## src/rtl/btn_conditioner_if.sv

```systemverilog
// Signal bundle between board pins and the button conditioner.
// The conditioner takes the slave side; the FSMs or bench take the master side.
interface btn_conditioner_if #(
    parameter int CHANNELS = 5
);
    logic [CHANNELS-1:0] sig_in;
    logic [CHANNELS-1:0] level_out;
    logic [CHANNELS-1:0] rise_out;
    logic [CHANNELS-1:0] fall_out;
    logic [CHANNELS-1:0] repeat_out;

    modport master (
        output sig_in,
        input  level_out,
        input  rise_out,
        input  fall_out,
        input  repeat_out
    );

    modport slave (
        input  sig_in,
        output level_out,
        output rise_out,
        output fall_out,
        output repeat_out
    );
endinterface

```

## src/rtl/btn_conditioner.sv

```systemverilog
// Per-channel synchroniser, debounce counter and edge detector for push-buttons.
// Define BTN_COND_REPEAT_EN to build the hold-to-repeat pulse generator.
module btn_conditioner #(
    parameter int CHANNELS        = 5,
    parameter int SYNC_STAGES     = 2,
    parameter int DEBOUNCE_CYCLES = 16,
    parameter int REPEAT_DELAY    = 64,
    parameter int REPEAT_PERIOD   = 16
) (
    input logic clk,
    input logic rst,
    btn_conditioner_if.slave bus
);
    localparam int CW = $clog2(DEBOUNCE_CYCLES + 1);
    localparam logic [CW-1:0] CNT_LAST = CW'(DEBOUNCE_CYCLES - 1);

    // Repeat timing only matters when the generator is built; zero or negative values are not meaningful.
    if (REPEAT_DELAY < 1 || REPEAT_PERIOD < 1) begin : g_repeat_params_out_of_range
    end

    for (genvar i = 0; i < CHANNELS; i++) begin : g_ch
        logic [SYNC_STAGES-1:0] sync;
        logic [CW-1:0]          cnt;
        logic                   lvl;
        logic                   rise;
        logic                   fall;
        logic                   s;
        logic                   accept;

        assign s      = sync[SYNC_STAGES-1];
        assign accept = (s != lvl) && (cnt == CNT_LAST);

        always_ff @(posedge clk or posedge rst) begin
            if (rst) begin
                sync <= '0;
            end else begin
                sync <= {sync[SYNC_STAGES-2:0], bus.sig_in[i]};
            end
        end

        // Any sample agreeing with the stable level restarts the count, which is what rejects glitches.
        always_ff @(posedge clk or posedge rst) begin
            if (rst) begin
                cnt  <= '0;
                lvl  <= 1'b0;
                rise <= 1'b0;
                fall <= 1'b0;
            end else begin
                rise <= 1'b0;
                fall <= 1'b0;
                if (s == lvl) begin
                    cnt <= '0;
                end else if (cnt == CNT_LAST) begin
                    lvl  <= s;
                    cnt  <= '0;
                    rise <= s;
                    fall <= ~s;
                end else begin
                    cnt <= cnt + 1'b1;
                end
            end
        end

        assign bus.level_out[i] = lvl;
        assign bus.rise_out[i]  = rise;
        assign bus.fall_out[i]  = fall;

`ifdef BTN_COND_REPEAT_EN
        localparam int TMR_MAX = (REPEAT_DELAY > REPEAT_PERIOD) ? REPEAT_DELAY : REPEAT_PERIOD;
        localparam int TW      = $clog2(TMR_MAX + 1);

        logic [TW-1:0] tmr;
        logic          rep;

        // Down-counter: loaded on the accepted press, reloaded with the period after each pulse.
        always_ff @(posedge clk or posedge rst) begin
            if (rst) begin
                tmr <= '0;
                rep <= 1'b0;
            end else begin
                rep <= 1'b0;
                if (accept && s) begin
                    tmr <= TW'(REPEAT_DELAY - 1);
                end else if (accept || !lvl) begin
                    tmr <= '0;
                end else if (tmr == '0) begin
                    rep <= 1'b1;
                    tmr <= TW'(REPEAT_PERIOD - 1);
                end else begin
                    tmr <= tmr - 1'b1;
                end
            end
        end

        assign bus.repeat_out[i] = rep;
`else
        assign bus.repeat_out[i] = 1'b0;
`endif
    end
endmodule

```

## src/flat_wrapper.sv

```systemverilog
// flat-port wrapper written by rule: the top's interface ports become plain ports
module btn_conditioner_flat 
#(
    parameter int CHANNELS        = 5,
    parameter int SYNC_STAGES     = 2,
    parameter int DEBOUNCE_CYCLES = 16,
    parameter int REPEAT_DELAY    = 64,
    parameter int REPEAT_PERIOD   = 16
)
  (clk, rst, bus_sig_in, bus_level_out, bus_rise_out, bus_fall_out, bus_repeat_out);
  btn_conditioner_if #(.CHANNELS(CHANNELS)) bus_i ();
  input logic clk;
  input logic rst;
  input wire logic [$bits(bus_i.sig_in)-1:0] bus_sig_in;
  output wire logic [$bits(bus_i.level_out)-1:0] bus_level_out;
  output wire logic [$bits(bus_i.rise_out)-1:0] bus_rise_out;
  output wire logic [$bits(bus_i.fall_out)-1:0] bus_fall_out;
  output wire logic [$bits(bus_i.repeat_out)-1:0] bus_repeat_out;
  assign bus_i.sig_in = bus_sig_in;
  assign bus_level_out = bus_i.level_out;
  assign bus_rise_out = bus_i.rise_out;
  assign bus_fall_out = bus_i.fall_out;
  assign bus_repeat_out = bus_i.repeat_out;
  btn_conditioner #(.CHANNELS(CHANNELS), .SYNC_STAGES(SYNC_STAGES), .DEBOUNCE_CYCLES(DEBOUNCE_CYCLES), .REPEAT_DELAY(REPEAT_DELAY), .REPEAT_PERIOD(REPEAT_PERIOD)) u_core (.clk(clk), .rst(rst), .bus(bus_i));
endmodule
```

## config.mk

```make
export PLATFORM = sky130hd
export DESIGN_NAME = btn_conditioner_flat
export DESIGN_NICKNAME = d
export VERILOG_FILES = /design/src/rtl/btn_conditioner_if.sv /design/src/rtl/btn_conditioner.sv /design/src/flat_wrapper.sv
export SDC_FILE = /design/constraint.sdc
export NUM_CORES = 1
export LEC_CHECK = 0
export ABC_AREA = 1
export ABC_CLOCK_PERIOD_IN_PS = 2900
export CORE_ASPECT_RATIO = 0.7
export CORE_UTILIZATION = 58
export DETAILED_ROUTE_END_ITERATION = 8
export PLACE_DENSITY = 0.92
export SYNTH_ARGS = -nofsm -noshare
export SYNTH_HDL_FRONTEND = slang
export SYNTH_SLANG_ARGS = --single-unit
export TNS_END_PERCENT = 1
```

## constraint.sdc

```tcl
create_clock -name clk -period 2.9 [get_ports clk]
set_clock_uncertainty 0.15 [all_clocks]
set_input_delay 0.29 -clock clk [delete_from_list [all_inputs] [get_ports clk]]
set_output_delay 0.29 -clock clk [all_outputs]
set_load 0.02 [all_outputs]
```

==> results.txt <==
- Result of the run: finished clean
- Together, buffers and inverters on the worst path number 1.
* Fin. Hold Viols: 0
- Vert. Die Dim: 52.5 µm
* Most common cell after layout, fill and taps aside: dfrtp_1
* # Max-Cap Violations: 0
* H-tree levels: 2
- Achievable clock frequency: 0.571 GHz
- Worst ir drop on vdd: 0.434 mV
- The post-route netlist has 7.59% of its cells at a drive strength greater than 1.
- In this run the core area contains 17 standard-cell rows.
- Slack of the worst reg-to-reg path: 1.64 ns
- In this design, the stage delay of the slowest critical-path cell is 0.62 ns.
- Clk slew on worst S/H paths: 0.09 ns
- The netlist uses 12 different library cells.
- Routability-driven placement finished with a final weighted congestion of 0.770.
* Final Slew Violations: 0
- For this design the static power due to leakage is 1.25 nW.
* Number of buffers added by the clock tree synthesis step: 5
- After detailed routing, the average wire length per cell comes to 10.4 µm.
* DRC violation total after the first TritonRoute iteration: 75
- Excluding fillers, the count of instances in the completed layout stands at 284.
- In the final design database the tool counted 248 nets.
- Placement Cell Area: 0.00226 mm²
* Final critical-path setup slack: 1.15 ns
- Via count of the first global-routing pass: 1,233
- TritonCTS built the clock tree.
* Worst Hold Class: input pin to asynchronous set/reset pin
* DP Wirelength: 2250 µm
- Counting along the longest clock path gives a buffer depth of 2.
- Most used cells in the layout excluding fill and tap cells: dfrtp_1 (50), nand2_1 (47), nor2_1 (40)
- Part of the cycle the worst path needs: 60.4%
- After detailed routing, the number of vias per cell comes to 4.64.
* Sequential-to-total area share from yosys stat: 59.3%
- Gr usage total: 18.4%
- The floorplan step defined a die boundary enclosing 0.00389 mm².
* Largest delay contributor family on the critical path: buffers and inverters
* Count of final setup violators: 0
- Width of the die: 74.1 µm
- The count of buffers added on input and output ports is 21.
- Instance count of the mapped netlist: 222
- After clock tree synthesis, the flow added hold-fix buffers numbering 0.
- The clock drives 50 sinks.
- 27 I/O pins were placed.
- Critical path endpoint category: output port
- Clock Latency Late Sink: 0.30 ns
- Diode insertion count for antenna repair: 0
- Setup bufs post-CTS: 0
* Slowest-stage cell, CP: clkdlybuf4s50_1
- During synthesis, Yosys emitted a total of 0 warnings.
- Compared with the post-synthesis result, the final layout area differs by 12.0%.
- Number of register bits inferred by synthesis: 50
* Pwr/cell area: 527 mW/mm²
- Wire length of the first global-routing pass: 5210 µm
* Fill cell instance count of the final layout: 234
* Crit Path Max Fanout: 4
- RSZ-0062 raised after global routing: false
- Global routing finished with a remaining overflow of 0.
- Data on the critical path arrives at its endpoint at 1.31 ns.
- The number of antenna violations at the first check in global routing came to 0.
* WS Path Type: flop to output port
* Resized cells post-CTS: 0
* CTS root buf: clkbuf_8
- The routed design has 2960 µm of wire.
* Initial Util: 64.0%
- Via count: 1,318
- Post-Synthesis Cell Area: 0.00211 mm²
- Number of cells in the design after placement: 276
- DR DRC count: 0
- Antenna-violating nets left: 0
- Pre-CTS setup slack: 1.47 ns
* Syn avg cell area: 9.51 µm²
* Crit path time final: 1.75 ns
* Data required time at the worst endpoint: 2.46 ns
- The critical path goes through clkdlybuf4s50_1.
- Maximum number of pins on one net before global-route repair: 21
- For the final routed database, the setup TNS stands at 0 ns.
* Post-route standard cell area excluding fillers: 0.00236 mm²
- Element type at the critical path start: flop
* Standard cell core area: 0.00330 mm²
* Detailed-routing iteration count for the pre-antenna-repair pass: 4
logic make-up (layout without fill, tap and decap cells):
logic type / Yosys count / count (layout) / synth area share, %
AND/OR/NAND/NOR: 110 / 110 / 22.9
buffers and inverters: 51 / 62 / 12.6
flip-flops: 50 / 50 / 59.3
adder cells (fa/ha/maj): 5 / 5 / 2.96
XOR/XNOR: 5 / 5 / 2.07
other: 1 / 5 / 0.178
metal layers:
metal / wire, µm / vias to the layer above / share of wire [%] / track usage [%]
met5: 0 / - / 0 / 0
met2: 1330 / 24 / 45 / 28.0
met4: 46 / 0 / 1.6 / 6.73
li1: - / 678 / - / -
met3: 119 / 7 / 4.0 / 5.38
met1: 1470 / 609 / 50 / 25.3
where the power goes:
| part | leakage [nW] | switching [mW] | internal (mW) |
|---|---|---|---|
| Combinational | 0.534 | 0.0458 | 0.0295 |
| Sequential | 0.663 | 0.0224 | 0.721 |
| Clock | 0.0544 | 0.210 | 0.218 |
| Total | 1.25 | 0.279 | 0.968 |
synthesized netlist by cell type:
library cell  count  share of area (%)
dfrtp_1          50                 59
nand2_1          47                8.4
nor2_1           40                7.1
inv_1            31                5.5
buf_4            20                7.1
nand3_1          10                2.4
nand4_1           6                1.8
ha_1              5                3.0
xnor2_1           5                2.1
nand4_2           4                2.4
nand2_2           3               0.89
conb_1            1               0.18
through the flow:
step                      total power [mW]  util (%)  hold WS (ns)
after floorplan                      0.812         -         0.171
after global placement               0.829      68.5         0.184
after detailed placement             0.833      68.5         0.189
after CTS                             1.26      71.7         0.115
after global routing                  1.31      71.7         0.124
final                                 1.25      71.7         0.109
layout make-up:
| type | instances | area, µm² | share of cell area (%) |
|---|---|---|---|
| Sequential cell | 50 | 1250 | 52.9 |
| Multi-Input combinational cell | 125 | 608 | 25.7 |
| Timing Repair Buffer | 23 | 225 | 9.52 |
| Inverter | 31 | 116 | 4.92 |
| Clock buffer | 7 | 96.3 | 4.07 |
| Tap cell | 47 | 58.8 | 2.49 |
| Clock inverter | 1 | 8.76 | 0.370 |
registers in the layout (all words and copies together) (netlist names):
register / count
u_core.g_ch.cnt: 25
u_core.g_ch.sync: 10
u_core.g_ch.fall: 5
u_core.g_ch.lvl: 5
u_core.g_ch.rise: 5
path summary, 6_finish.rpt:
path,from,cells past startpoint,end
worst max-delay path,u_core.g_ch[1].lvl,1,bus_level_out[1]
worst min register to register,u_core.g_ch[2].sync[0],0,u_core.g_ch[2].sync[1]
min in group clk,u_core.g_ch[2].sync[0],0,u_core.g_ch[2].sync[1]
max in group asynchronous,rst,3,u_core.g_ch[2].lvl
worst max register to register,u_core.g_ch[1].cnt[0],4,u_core.g_ch[1].cnt[3]
worst min-delay path,rst,2,u_core.g_ch[0].sync[0]
Note: power is estimated with default switching activity, not from simulation.
